`src/rtl/morse_pkg.sv`:
```
// Shared ASCII constants and character-class helpers for the Morse datapath.
package morse_pkg;

  localparam logic [7:0] ASCII_SPACE = 8'h20;
  localparam logic [7:0] ASCII_DEL   = 8'h7F;

  // Non-printing characters: C0 controls and DEL have no Morse symbol.
  function automatic logic is_ctrl(input logic [7:0] b);
    return (b < ASCII_SPACE) || (b == ASCII_DEL);
  endfunction

endpackage

```
`src/rtl/morse_fifo_mem.sv`:
```
// DEPTH x 8 storage: synchronous write, registered read, no reset so it maps to block RAM.
// Read data updates only on i_Rd_En and returns the old word on a same-address write.
module morse_fifo_mem #(
  parameter int DEPTH = 16,
  parameter int AW    = $clog2(DEPTH)
) (
  input  logic          i_Clock,
  input  logic          i_Wr_En,
  input  logic [AW-1:0] i_Wr_Addr,
  input  logic [7:0]    i_Wr_Data,
  input  logic          i_Rd_En,
  input  logic [AW-1:0] i_Rd_Addr,
  output logic [7:0]    o_Rd_Data
);

  logic [7:0] mem_q [DEPTH];
  logic [7:0] rd_data_q;

  always_ff @(posedge i_Clock) begin
    if (i_Wr_En) mem_q[i_Wr_Addr] <= i_Wr_Data;
    if (i_Rd_En) rd_data_q <= mem_q[i_Rd_Addr];
  end

  assign o_Rd_Data = rd_data_q;

endmodule

```
`src/rtl/morse_rx_fifo.sv`:
```
// Byte FIFO from UART receiver to Morse control FSM; pop request -> o_Rd_DV one cycle later.
// Writes while full are dropped and flagged sticky in o_Overflow unless a pop frees the slot.
module morse_rx_fifo
  import morse_pkg::*;
#(
  parameter int DEPTH     = 16,
  parameter bit DROP_CTRL = 1'b1
) (
  input  logic                       i_Clock,
  input  logic                       i_Rst,
  input  logic                       i_Wr_DV,
  input  logic [7:0]                 i_Wr_Byte,
  input  logic                       i_Rd_Req,
  output logic                       o_Rd_DV,
  output logic [7:0]                 o_Rd_Byte,
  output logic                       o_Empty,
  output logic                       o_Full,
  output logic [$clog2(DEPTH+1)-1:0] o_Count,
  output logic                       o_Overflow,
  input  logic                       i_Clr_Ovf
);

  localparam int AW = $clog2(DEPTH);
  localparam int CW = $clog2(DEPTH+1);
  localparam logic [CW-1:0] FULL_CNT = CW'(DEPTH);

  logic [AW-1:0] wr_ptr_q, wr_ptr_d;
  logic [AW-1:0] rd_ptr_q, rd_ptr_d;
  logic [CW-1:0] count_q, count_d;
  logic          empty_q, full_q;
  logic          ovf_q, ovf_d;
  logic          rd_dv_q;
  logic          rd_seen_q;
  logic [7:0]    mem_rd_dat;

  logic filtered, wr_ok, rd_ok, wr_acc, wr_drop;

  assign filtered = DROP_CTRL && is_ctrl(i_Wr_Byte);
  assign wr_ok    = i_Wr_DV & ~filtered;
  assign rd_ok    = i_Rd_Req & ~empty_q;
  // A simultaneous pop frees a slot, so a write into a full FIFO still lands.
  assign wr_acc   = wr_ok & (~full_q | rd_ok);
  assign wr_drop  = wr_ok & full_q & ~rd_ok;

  always_comb begin
    wr_ptr_d = wr_ptr_q;
    rd_ptr_d = rd_ptr_q;
    count_d  = count_q;
    ovf_d    = ovf_q;
    if (wr_acc) wr_ptr_d = wr_ptr_q + AW'(1);
    if (rd_ok)  rd_ptr_d = rd_ptr_q + AW'(1);
    case ({wr_acc, rd_ok})
      2'b10:   count_d = count_q + CW'(1);
      2'b01:   count_d = count_q - CW'(1);
      default: count_d = count_q;
    endcase
    if (wr_drop)        ovf_d = 1'b1;
    else if (i_Clr_Ovf) ovf_d = 1'b0;
  end

  always_ff @(posedge i_Clock or posedge i_Rst) begin
    if (i_Rst) begin
      wr_ptr_q  <= '0;
      rd_ptr_q  <= '0;
      count_q   <= '0;
      empty_q   <= 1'b1;
      full_q    <= 1'b0;
      ovf_q     <= 1'b0;
      rd_dv_q   <= 1'b0;
      rd_seen_q <= 1'b0;
    end else begin
      wr_ptr_q  <= wr_ptr_d;
      rd_ptr_q  <= rd_ptr_d;
      count_q   <= count_d;
      empty_q   <= (count_d == '0);
      full_q    <= (count_d == FULL_CNT);
      ovf_q     <= ovf_d;
      rd_dv_q   <= rd_ok;
      rd_seen_q <= rd_seen_q | rd_ok;
    end
  end

  morse_fifo_mem #(
    .DEPTH (DEPTH),
    .AW    (AW)
  ) u_mem (
    .i_Clock   (i_Clock),
    .i_Wr_En   (wr_acc),
    .i_Wr_Addr (wr_ptr_q),
    .i_Wr_Data (i_Wr_Byte),
    .i_Rd_En   (rd_ok),
    .i_Rd_Addr (rd_ptr_q),
    .o_Rd_Data (mem_rd_dat)
  );

  // The RAM read register has no reset; mask it until the first pop since reset.
  assign o_Rd_Byte  = rd_seen_q ? mem_rd_dat : 8'h00;
  assign o_Rd_DV    = rd_dv_q;
  assign o_Empty    = empty_q;
  assign o_Full     = full_q;
  assign o_Count    = count_q;
  assign o_Overflow = ovf_q;

endmodule

```
`config.mk`:
```
export PLATFORM = sky130hd
export DESIGN_NAME = morse_rx_fifo
export DESIGN_NICKNAME = d
export VERILOG_FILES = /design/src/rtl/morse_pkg.sv /design/src/rtl/morse_fifo_mem.sv /design/src/rtl/morse_rx_fifo.sv
export SDC_FILE = /design/constraint.sdc
export NUM_CORES = 1
export LEC_CHECK = 0
export ABC_AREA = 1
export CORE_UTILIZATION = 45
export CTS_CLUSTER_SIZE = 30
export DETAILED_ROUTE_END_ITERATION = 16
export SYNTH_ARGS = -nofsm -noshare
export SYNTH_HDL_FRONTEND = slang
export SYNTH_HIERARCHICAL = 1
export SYNTH_SLANG_ARGS = --single-unit
export TNS_END_PERCENT = 1
```
`constraint.sdc`:
```
create_clock -name i_Clock -period 6.7 [get_ports i_Clock]
set_input_delay 1.34 -clock i_Clock [delete_from_list [all_inputs] [get_ports i_Clock]]
set_output_delay 1.34 -clock i_Clock [all_outputs]
set_load 0.01 [all_outputs]
```
==> impl_metrics.tcl, run 1 <==
set metrics [dict create \
    status "finished, final reports clean" \
    numClockSinks 154 \
    ios 30 \
    synth_mux_area_share_pct 0 \
    finalSetupViolCount 0 \
    insertion_delay_ns 0.42 \
    numCtsBuffers 17 \
    startpoint "i_Wr_Byte[7]" \
    r2r-start "o_Empty" \
    avgViaCountPerCell 5.18 \
    power_leakage_nw 3.41 \
    yosysMostFrequentCell "nand2_1" \
    synth_top_family_by_area "simple AND/OR/NAND/NOR gates" \
    place_ws_ns 2.21 \
    core_area_mm2 0.0148 \
    rsz0062_at_grt "false" \
    htree_levels 4 \
    io_buffers 29 \
    synth_ff_type "edfxtp_1" \
    diodes 0 \
    synth_edf_count 136 \
    synth_top_area_share_pct 59.1 \
    hold_viol 0 \
    slew_viol_final 0 \
    cp-end-kind "flip-flop" \
    cts_buffer_depth 2 \
    postCtsSetupBuffers 0 \
    post-place-cells 879 \
    drv_cap 0 \
    synth-simple-area-share_pct 22.1 \
    worstPathCellList "clkdlybuf4s50_1 > inv_1 > nand2_1 > nor2_1 > a21oi_2 > nand3_4 > inv_1 > nand3_1 > nor2_1" \
    syn_area_mm2 0.00691 \
    synth.yosys.seq_area_share_pct 65.6 \
    ir_drop_mv 0.202 \
    ctsResizeCount 0 \
    grt_max_degree 69 \
    drtIter0Drc 523 \
    first_pass_iters 5 \
    synthArstFlopShare_pct 11.7 \
    period_share_pct 61.2 \
    final_antenna_net_count 0 \
    min_from "o_Count[3]" \
    ys_types 29 \
    vias 4704 \
    synth.area.top_cells "edfxtp_1 (59%), nand2_1 (12%), nand3_1 (7.7%), inv_1 (6.7%), dfrtp_1 (6.2%)" \
    root_buffer "clkbuf_16" \
    yosysTopAreaCell "edfxtp_1" \
    min_period_ns 4.10 \
    fin_util_pct 52.7 \
    synth_xor_area_share_pct 1.01 \
    die_h_um 126 \
    nets 734 \
    worst_pin_slew_ns 1.16 \
    start_util_pct 46.9 \
    die_x_um 126 \
    finalNonFillerCells 908 \
    grt_pass1_vias 4476 \
    ys_seq_elements 154 \
    cts.hold.buffers_added 0 \
    synth-adder-area-share_pct 1.38 \
    synthesis.nets 706 \
    cts_tree "done" \
    p_per_area_mw_per_mm2 410 \
    clk_pin_slew_ns 0.05 \
    placed_area_mm2 0.00730 \
    synth_compound_area_share_pct 0.561 \
    crit_family "simple AND/OR/NAND/NOR gates" \
    skew_ns 0.00512 \
    syn_avg_cell_area_um2 10.1 \
    fp.dieArea_mm2 0.0159 \
    critical_path_class "input port to flip-flop" \
    setup_ws_ns 2.60 \
    slowest_delay_ns 0.90 \
    synthTopCellsByCount "nand2_1 (216), edfxtp_1 (136), inv_1 (124), nand3_1 (106), nor2_1 (26)" \
    rows 44 \
    grt_pass1_wl_mm 25.2 \
    ys_warn_count 6 \
    max_freq_mhz 244 \
    area_growth_pct 12.6 \
    total_power_mw 3.19 \
    syn-instance-count 686 \
    multi_input_area_mm2 0.00173 \
    antenna_found_initial 0 \
    nFillCells 1351 \
    path_max_fanout 18 \
    stdcell_area_mm2 0.00778 \
    drive_gt1_share_pct 4.97 \
    gp_congestion 0.830 \
    seq_area_mm2 0.00454 \
    wl_per_cell_um 17.6 \
    maxSlewHeadroom_pct 22.6 \
    critical_path.slowest_cell "nor2_1" \
    cp.arrival_ns 4.13 \
    startpoint_type "input port" \
    crit_buf_inv 3 \
    grt_overflow 0 \
    drc 0 \
    grt_usage_pct 21.6 \
    wirelength_mm 16.0 \
    worstPathRequired_ns 6.73 \
    hold_ws_ns 0.544 \
    tns_ns 0 \
    hpwl_mm 9.69 \
    hold_path_class "flip-flop to flip-flop" \
]
## state kept, by name (all words and copies together), names as in the netlist
| register | cells |
|---|---|
| o_Count | 5 |
| wr_ptr_q | 4 |
| rd_seen_q | 1 |
| o_Full | 1 |
| u_mem/mem_q | 128 |
| rd_ptr_q | 4 |
| o_Overflow | 1 |
| o_Empty | 1 |
| u_mem/o_Rd_Data | 8 |
| o_Rd_DV | 1 |
## where the power goes
part	internal, mW	leakage, nW	switching [mW]
combinational	0.370	1.73	0.723
clock	0.464	0.231	0.340
sequential	1.19	1.45	0.104
total	2.03	3.41	1.17
## worst paths after layout
kind | end | slack, ns | cells past startpoint
min in group asynchronous | rd_ptr_q[1] | 1.34 | 2
max | u_mem/mem_q[14][1] | 2.60 | 9
min | o_Count[3] | 0.54 | 2
min reg2reg | o_Count[3] | 0.54 | 2
max in group asynchronous | rd_ptr_q[0] | 4.85 | 2
max reg2reg | o_Full | 3.92 | 9
## metal layers
metal  GRT usage (%)  routed length [µm]  vias up  share of wire (%)
met5               0                   0        -                  0
met1            30.5                7370     2281                 46
met4            7.73                 271        0                1.7
met2            32.8                7300      144                 46
li1                -                   -     2252                  -
met3            5.14                1020       27                6.4
## layout make-up
| class | instances | share of cell area (%) |
|---|---|---|
| clock buffer | 25 | 5.85 |
| clock inverter | 4 | 0.289 |
| inverter | 126 | 6.08 |
| multi-input combinational | 380 | 22.2 |
| sequential | 154 | 58.3 |
| tap | 184 | 2.96 |
| timing repair buffer | 35 | 4.31 |
## cell families (layout without fill, tap and decap cells)
logic type,Yosys count,after routing
XOR/XNOR,8,8
AND/OR/NAND/NOR,359,359
adder cells (fa/ha/maj),7,7
buffers and inverters,152,190
AO/OA/AOI/OAI,6,6
flip-flops,154,154
## placed cells by master (no fill, tap or decap), drive strengths merged, types with 4 or more instances in the layout
cell / synthesis / routed
xnor2: 4 / 4
inv: 126 / 126
nand4: 4 / 4
clkdlybuf4s50: 0 / 29
clkbuf: 1 / 25
nand3: 107 / 107
ha: 6 / 6
nor2: 26 / 26
dfrtp: 17 / 17
buf: 25 / 6
nand2: 217 / 217
edfxtp: 136 / 136
xor2: 4 / 4
## worst register-to-register path: cells and delay by family (launching register included)
| kind | cells | cell delay (ns) |
|---|---|---|
| adder cells (fa/ha/maj) | 2 | 0.90 |
| buffers and inverters | 1 | 0.45 |
| AO/OA/AOI/OAI | 1 | 0.23 |
| flip-flops | 1 | 0.36 |
| AND/OR/NAND/NOR | 5 | 0.76 |
Power figures use the tool's default switching activity.
==> inputs of run 2 (changes only) <==
==> constraint.sdc (replaced) <==
create_clock -name i_Clock -period 3.9 [get_ports i_Clock]
set_input_delay 0.78 -clock i_Clock [delete_from_list [all_inputs] [get_ports i_Clock]]
set_output_delay 0.78 -clock i_Clock [all_outputs]
set_load 0.01 [all_outputs]
==> run 2 against run 1 <==
Net effect: largest power group unchanged; core utilization grew 2.0 points; critical path type unchanged; global-route usage shrank 0.33 points; largest cell class unchanged; critical path depth grew 3; non-clock buffer count grew 22.
==> impl_metrics.tcl, run 2 (synthesized netlist as in run 1, its figures left out) <==
set metrics [dict create \
    critical_path_class "input port to flip-flop" \
    wl_met1_mm 6.93 \
    hold_path_class "flip-flop to flip-flop" \
    cts_buffer_depth 2 \
    core_area_mm2 0.0148 \
    postCtsSetupBuffers 0 \
    skew_ns 0.00811 \
    cts.hold.buffers_added 0 \
    antenna_found_initial 0 \
    slew_viol_final 0 \
    wl_met3_um 772 \
    drv_cap 0 \
    period_share_pct 83.0 \
    wl_per_cell_um 16.6 \
    rows 44 \
    vias 4698 \
    cts_tree "done" \
    nets 756 \
    clk_pin_slew_ns 0.06 \
    tns_ns 0 \
    max_freq_mhz 309 \
    start_util_pct 46.9 \
    largest_reg_flops 128 \
    drtIter0Drc 358 \
    ios 30 \
    final_cell_mix "nand2_1 (216), edfxtp_1 (136), inv_1 (124), nand3_1 (106), clkdlybuf4s50_1 (29)" \
    top_register "u_mem/mem_q" \
    r2r-start "o_Empty" \
    startpoint_type "input port" \
    maxSlewHeadroom_pct 21.9 \
    power_leakage_nw 3.58 \
    io_buffers 29 \
    hpwl_mm 9.48 \
    status "finished, final reports clean" \
    drive_gt1_share_pct 8.68 \
    final_common_cell "nand2_1" \
    root_buffer "clkbuf_16" \
    dr.max_layer_used "met4" \
    cp.arrival_ns 3.59 \
    post-place-cells 901 \
    worst-r2r-cell-count 10 \
    crit_path_end "o_Full" \
    finalNonFillerCells 933 \
    met2_length_mm 7.42 \
    wirelength_mm 15.5 \
    final_antenna_net_count 0 \
    grt_pass1_wl_mm 24.7 \
    grt_overflow 0 \
    ctsResizeCount 0 \
    p_per_area_mw_per_mm2 720 \
    hold_viol 0 \
    grt_usage_pct 21.3 \
    die_h_um 126 \
    r2r-end "o_Full" \
    area_growth_pct 16.9 \
    diodes 0 \
    grt_max_degree 68 \
    grt_pass1_vias 4614 \
    startpoint "i_Wr_Byte[2]" \
    worst_pin_slew_ns 1.17 \
    rsz0062_at_grt "false" \
    insertion_delay_ns 0.42 \
    htree_levels 4 \
    cp-end-kind "flip-flop" \
    drc 0 \
    die_x_um 126 \
    ir_drop_mv 0.364 \
    fp.dieArea_mm2 0.0159 \
    hold_ws_ns 0.552 \
    worstPathRequired_ns 4.25 \
    numCtsBuffers 17 \
    reg2reg_slack_ns 1.32 \
    finalSetupViolCount 0 \
    first_pass_iters 5 \
    avgViaCountPerCell 5.04 \
    min_period_ns 3.24 \
    gp_congestion 0.795 \
    numClockSinks 154 \
    path_max_fanout 8 \
]
[run 2: final cells by class]
type                            count  area [µm²]
Fill cell                        1254        6680
Sequential cell                   154        4540
Multi-Input combinational cell    380        1730
Timing Repair Buffer               57         500
Inverter                          126         473
Clock buffer                       19         433
Tap cell                          184         230
Clock inverter                     13         176
[run 2: critical path, cell delays in order]
cell and delay (ns):
clkdlybuf4s50_1 0.63, nand2_1 0.14, nor2_1 0.06, a21oi_2 0.33
nand3_4 0.15, ha_1 0.32, fa_1 0.49, o21ai_0 0.23
nand2_1 0.09, nor2_1 0.12, nand3_1 0.12, nor2_1 0.12
[run 2: stage by stage]
stage / utilization [%] / total power [mW] / worst slack, ns / instance area, µm²
3_3_place_gp: 50.6 / 4.13 / 0.414 / 7470
4_1_cts: 54.8 / 5.87 / 0.700 / 8080
5_1_grt: 54.8 / 6.18 / 0.416 / 8080
6_report: 54.8 / 5.82 / 0.665 / 8080
3_5_place_dp: 50.6 / 4.16 / 0.283 / 7470
2_1_floorplan: - / 3.53 / 1.12 / 6910
[run 2: metal layers]
metal | vias up | global-route usage, %
li1 | 2298 | -
met5 | - | 0
met4 | 0 | 10.2
met2 | 152 | 33.6
met3 | 28 | 4.04
met1 | 2220 | 28.5
[run 2: worst min path at each step]
stage	start	to	slack (ns)	depth (start not counted)
after floorplan	rd_ptr_q[3]	rd_ptr_q[3]	0.44	1
after global placement	o_Count[2]	o_Count[2]	0.53	2
after detailed placement	o_Count[2]	o_Count[2]	0.53	2
after CTS	o_Count[2]	o_Count[2]	0.55	2
after global routing	o_Overflow	o_Overflow	0.58	2
final	o_Overflow	o_Overflow	0.55	2
[run 2: where the power goes]
part           switching, mW  total, mW  internal, mW  leakage (nW)
logic                   1.26       1.93         0.670          1.85
registers              0.152       2.20          2.05          1.45
clock network          0.628       1.69          1.06         0.284
total                   2.04       5.82          3.78          3.58
==> inputs of run 3 (changes only) <==
==> constraint.sdc (replaced) <==
create_clock -name i_Clock -period 3.25 [get_ports i_Clock]
set_input_delay 0.65 -clock i_Clock [delete_from_list [all_inputs] [get_ports i_Clock]]
set_output_delay 0.65 -clock i_Clock [all_outputs]
set_load 0.01 [all_outputs]
==> run 3 against run 2 <==
Net effect: via count shrank 1.1%; worst setup slack lost 0.32 ns; cell count fell by 0.11%; critical path type unchanged.
==> impl_metrics.tcl, run 3 (synthesized netlist as in run 1, its figures left out) <==
set metrics [dict create \
    p_switching_mw 2.37 \
    root_buffer "clkbuf_16" \
    grt_max_degree 68 \
    cp.arrival_ns 3.26 \
    drv_cap 0 \
    p_per_area_mw_per_mm2 833 \
    area_growth_pct 15.5 \
    stdcell_area_mm2 0.00798 \
    final_common_cell "nand2_1" \
    wl_per_cell_um 16.6 \
    final_antenna_net_count 0 \
    ctsResizeCount 0 \
    worstPathCellList "clkdlybuf4s50_1 > nand2_1 > nor2_1 > a21oi_2 > nand3_4 > ha_1 > fa_1 > o21ai_0 > nand2_1 > nor2_1 > nand3_1 > nor2_1" \
    antenna_found_initial 0 \
    first_pass_iters 5 \
    whs_path_depth 2 \
    final_cell_mix "nand2_1 (216), edfxtp_1 (136), inv_1 (124), nand3_1 (106), buf_4 (30)" \
    core_area_mm2 0.0148 \
    slew_viol_final 0 \
    clkPwrFrac_pct 25.8 \
    comb_power_share_pct 34.1 \
    placed_area_mm2 0.00748 \
    numClockSinks 154 \
    seq_power_share_pct 40.0 \
    avgViaCountPerCell 4.98 \
    critical_path_class "input port to flip-flop" \
    htree_levels 4 \
    hold_path_class "flip-flop to flip-flop" \
    die_h_um 126 \
    path_max_fanout 6 \
    top_register "u_mem/mem_q" \
    slowest_delay_ns 0.55 \
    max_freq_mhz 344 \
    hold_end "o_Overflow" \
    rows 44 \
    p_int_mw 4.28 \
    reg2reg_slack_ns 0.71 \
    min_from "o_Overflow" \
    startpoint_type "input port" \
    finalNonFillerCells 932 \
    ios 30 \
    worst_pin_slew_ns 0.759 \
    grt_overflow 0 \
    die_x_um 126 \
    gp_congestion 0.855 \
    r2r-start "o_Empty" \
    worst-r2r-cell-count 10 \
    diodes 0 \
    r2r-end "o_Full" \
    startpoint "i_Wr_Byte[2]" \
    drc 0 \
    hold_viol 0 \
    critical_path.slowest_cell "clkdlybuf4s50_1" \
    rsz0062_at_grt "false" \
    cts_buffer_depth 2 \
    drtIter0Drc 338 \
    post-place-cells 903 \
    grt_pass1_wl_mm 24.5 \
    nets 758 \
    clk_pin_slew_ns 0.06 \
    start_util_pct 46.9 \
    skew_ns 0.00672 \
    fp.dieArea_mm2 0.0159 \
    cp-end-kind "flip-flop" \
    power_leakage_nw 3.55 \
    hpwl_mm 9.76 \
    numCtsBuffers 17 \
    cpMostUsedCell "nor2_1" \
    grt_pass1_vias 4501 \
    largest_reg_flops 128 \
    min_period_ns 2.91 \
    vias 4644 \
    drive_gt1_share_pct 7.75 \
    maxSlewHeadroom_pct 49.3 \
    cts.hold.buffers_added 0 \
    postCtsSetupBuffers 0 \
    ir_drop_mv 0.500 \
    grt_usage_pct 20.9 \
    status "finished, final reports clean" \
    finalSetupViolCount 0 \
    total_power_mw 6.65 \
    insertion_delay_ns 0.42 \
    cts_tree "done" \
    worstPathRequired_ns 3.60 \
    io_buffers 29 \
    wirelength_mm 15.5 \
    fin_util_pct 54.1 \
    period_share_pct 89.5 \
    switching_share_pct 35.6 \
]
## run 3: how the worst max path moves through the flow
stage               depth (start not counted)      to  slack [ns]
floorplan                                  11  o_Full        0.60
global placement                           12  o_Full      -0.009
detailed placement                         12  o_Full       -0.09
CTS                                        12  o_Full        0.34
global route                               12  o_Full        0.17
finish                                     12  o_Full        0.34
## run 3: critical path, delay by kind of cell
family                   cells  cell delay, ns
AND/OR/NAND/NOR              7            0.77
buffers and inverters        1            0.55
AO/OA/AOI/OAI                2            0.51
adder cells (fa/ha/maj)      2            0.77
## run 3: layer usage
layer / global-route usage, % / vias up / share of wire [%]
li1: - / 2297 / -
met1: 28.1 / 2196 / 45
met2: 34.3 / 131 / 48
met3: 4.46 / 20 / 4.9
met4: 6.31 / 0 / 1.6
met5: 0 / - / 0
## run 3: cell type report
class	instances	area (µm²)
Timing Repair Buffer	59	515
Multi-Input combinational cell	380	1730
Clock inverter	7	53.8
Tap cell	184	230
Fill cell	1307	6770
Inverter	126	473
Sequential cell	154	4540
Clock buffer	22	444
## run 3: per-stage QoR
stage	setup slack, ns	TNS, ns	hold WS, ns
2_1_floorplan	0.604	0	0.440
3_3_place_gp	-0.00881	-0.00881	0.533
3_5_place_dp	-0.0861	-0.158	0.545
4_1_cts	0.343	0	0.557
5_1_grt	0.167	0	0.582
6_report	0.341	0	0.549
## run 3: power by group through the flow
stage	clock, mW	combinational, mW	sequential [mW]
finish	1.72	2.27	2.66
global route	1.82	2.55	2.70
CTS	1.74	2.29	2.66
detailed placement	0	2.28	2.71
global placement	0	2.24	2.69
floorplan	0	1.61	2.63
==> edit (flow settings as in run 3) <==
`DROP_CTRL`: 1'b1 -> 1'b0.
--- a/src/rtl/morse_rx_fifo.sv
+++ b/src/rtl/morse_rx_fifo.sv
@@ -4,7 +4,7 @@
   import morse_pkg::*;
 #(
   parameter int DEPTH     = 16,
-  parameter bit DROP_CTRL = 1'b1
+  parameter bit DROP_CTRL = 1'b0
 ) (
   input  logic                       i_Clock,
   input  logic                       i_Rst,
Check against the original RTL: not equivalent (Yosys sat finds a counterexample within 4 cycles, from zero or initial values and one cycle with i_Rst high).
==> edit against run 3 <==
  * The run now ends with DRC left
  * Clock skew rose by 0.65 ps
  * Largest cell class unchanged
  * Final area decreased by 1.5%
  * Synthesized cell count decreased by 1.9%
  * Routed wire length fell by 6.6%
  * Count of clock-buffer cells in the layout shrank 1
  * Area after synthesis is 1.1% lower
  * Hold slack got worse by 10 ps
  * Sequential cell count stayed put
  * Power is 3.1% higher
  * Sequential power up 4%
  * Worst setup slack gained 230 ps
==> edit: results (changes against run 3) <==
status=complete, but fails checks (was finished, final reports clean); failing checks=DRC; Metal-1 WL=6.47 mm (was 7.00 mm); Data buffer area share=0.0570 (was 0.0646); RePlAce Congestion=0.800 (was 0.855); Post-route DRC=1 (was 0); Layout Utilization=0.535 (was 0.541); met3 WL=745 um (was 765 um); invs w/o clock=127 (was 126); Final Net Count=735 (was 758); Worst Max-Slew Pin Slew=803 ps (was 759 ps); met3 usage=0.0509 (was 0.0446); Placed Cells=882 (was 903); P_int=4.39 mW (was 4.28 mW); R2R depth=16 (was 10); synth top area cells=edfxtp_1 (60%), nand2_1 (11%), nand3_1 (7.8%), inv_1 (6.8%), dfrtp_1 (6.2%) (was edfxtp_1 (59%), nand2_1 (12%), nand3_1 (7.7%), inv_1 (6.7%), dfrtp_1 (6.2%)); Post-DP Area=0.00734 mm2 (was 0.00748 mm2); Netlist cell types=28 (was 29); Wirelength per Cell=15.8 um (was 16.6 um); Initial DRT Pass Iterations=11 (was 5); Layout clock area frac=0.0662 (was 0.0624); final hold slack=539 ps (was 549 ps); DRT iter0 DRCs=315 (was 338); leakage power=3.45 nW (was 3.55 nW); Non-clk bufs=50 (was 59); syn_nets=691 (was 706); Final HPWL DP=8.86 mm (was 9.76 mm)
==> edit: cell types whose count changed after synthesis, moves of 2 or more <==
cell | run 3 | this run
nand2_1 | 216 | 205
nand2_2 | 0 | 5
nor2_1 | 26 | 23
a21oi_1 | 2 | 0
inv_2 | 2 | 4
nor2_2 | 0 | 2
xor2_1 | 4 | 2
==> edit: critical path, stage by stage <==
cell and delay, ps:
clkdlybuf4s50_1 400, inv_1 60, nor2_2 50, o21ai_2 240, ha_1 350, nand2_1 120, inv_1 90, nor2_1 60
ha_1 190, inv_1 70, nand2_1 110, inv_1 80, nand2_1 50, nand3_1 100, nand2_2 60, nor2_1 90
nand3_1 120, nor2_1 120
==> edit: cell families after synthesis <==
group	after synthesis	synth area share
AOI/OAI and AO/OA	4	0.00366
buffers and inverters	152	0.0946
adders and majority gates	5	0.00915
xor gates and xnor gates	7	0.00897
and+or+nand+nor	350	0.218
muxes	1	0.00165
DFF	154	0.664
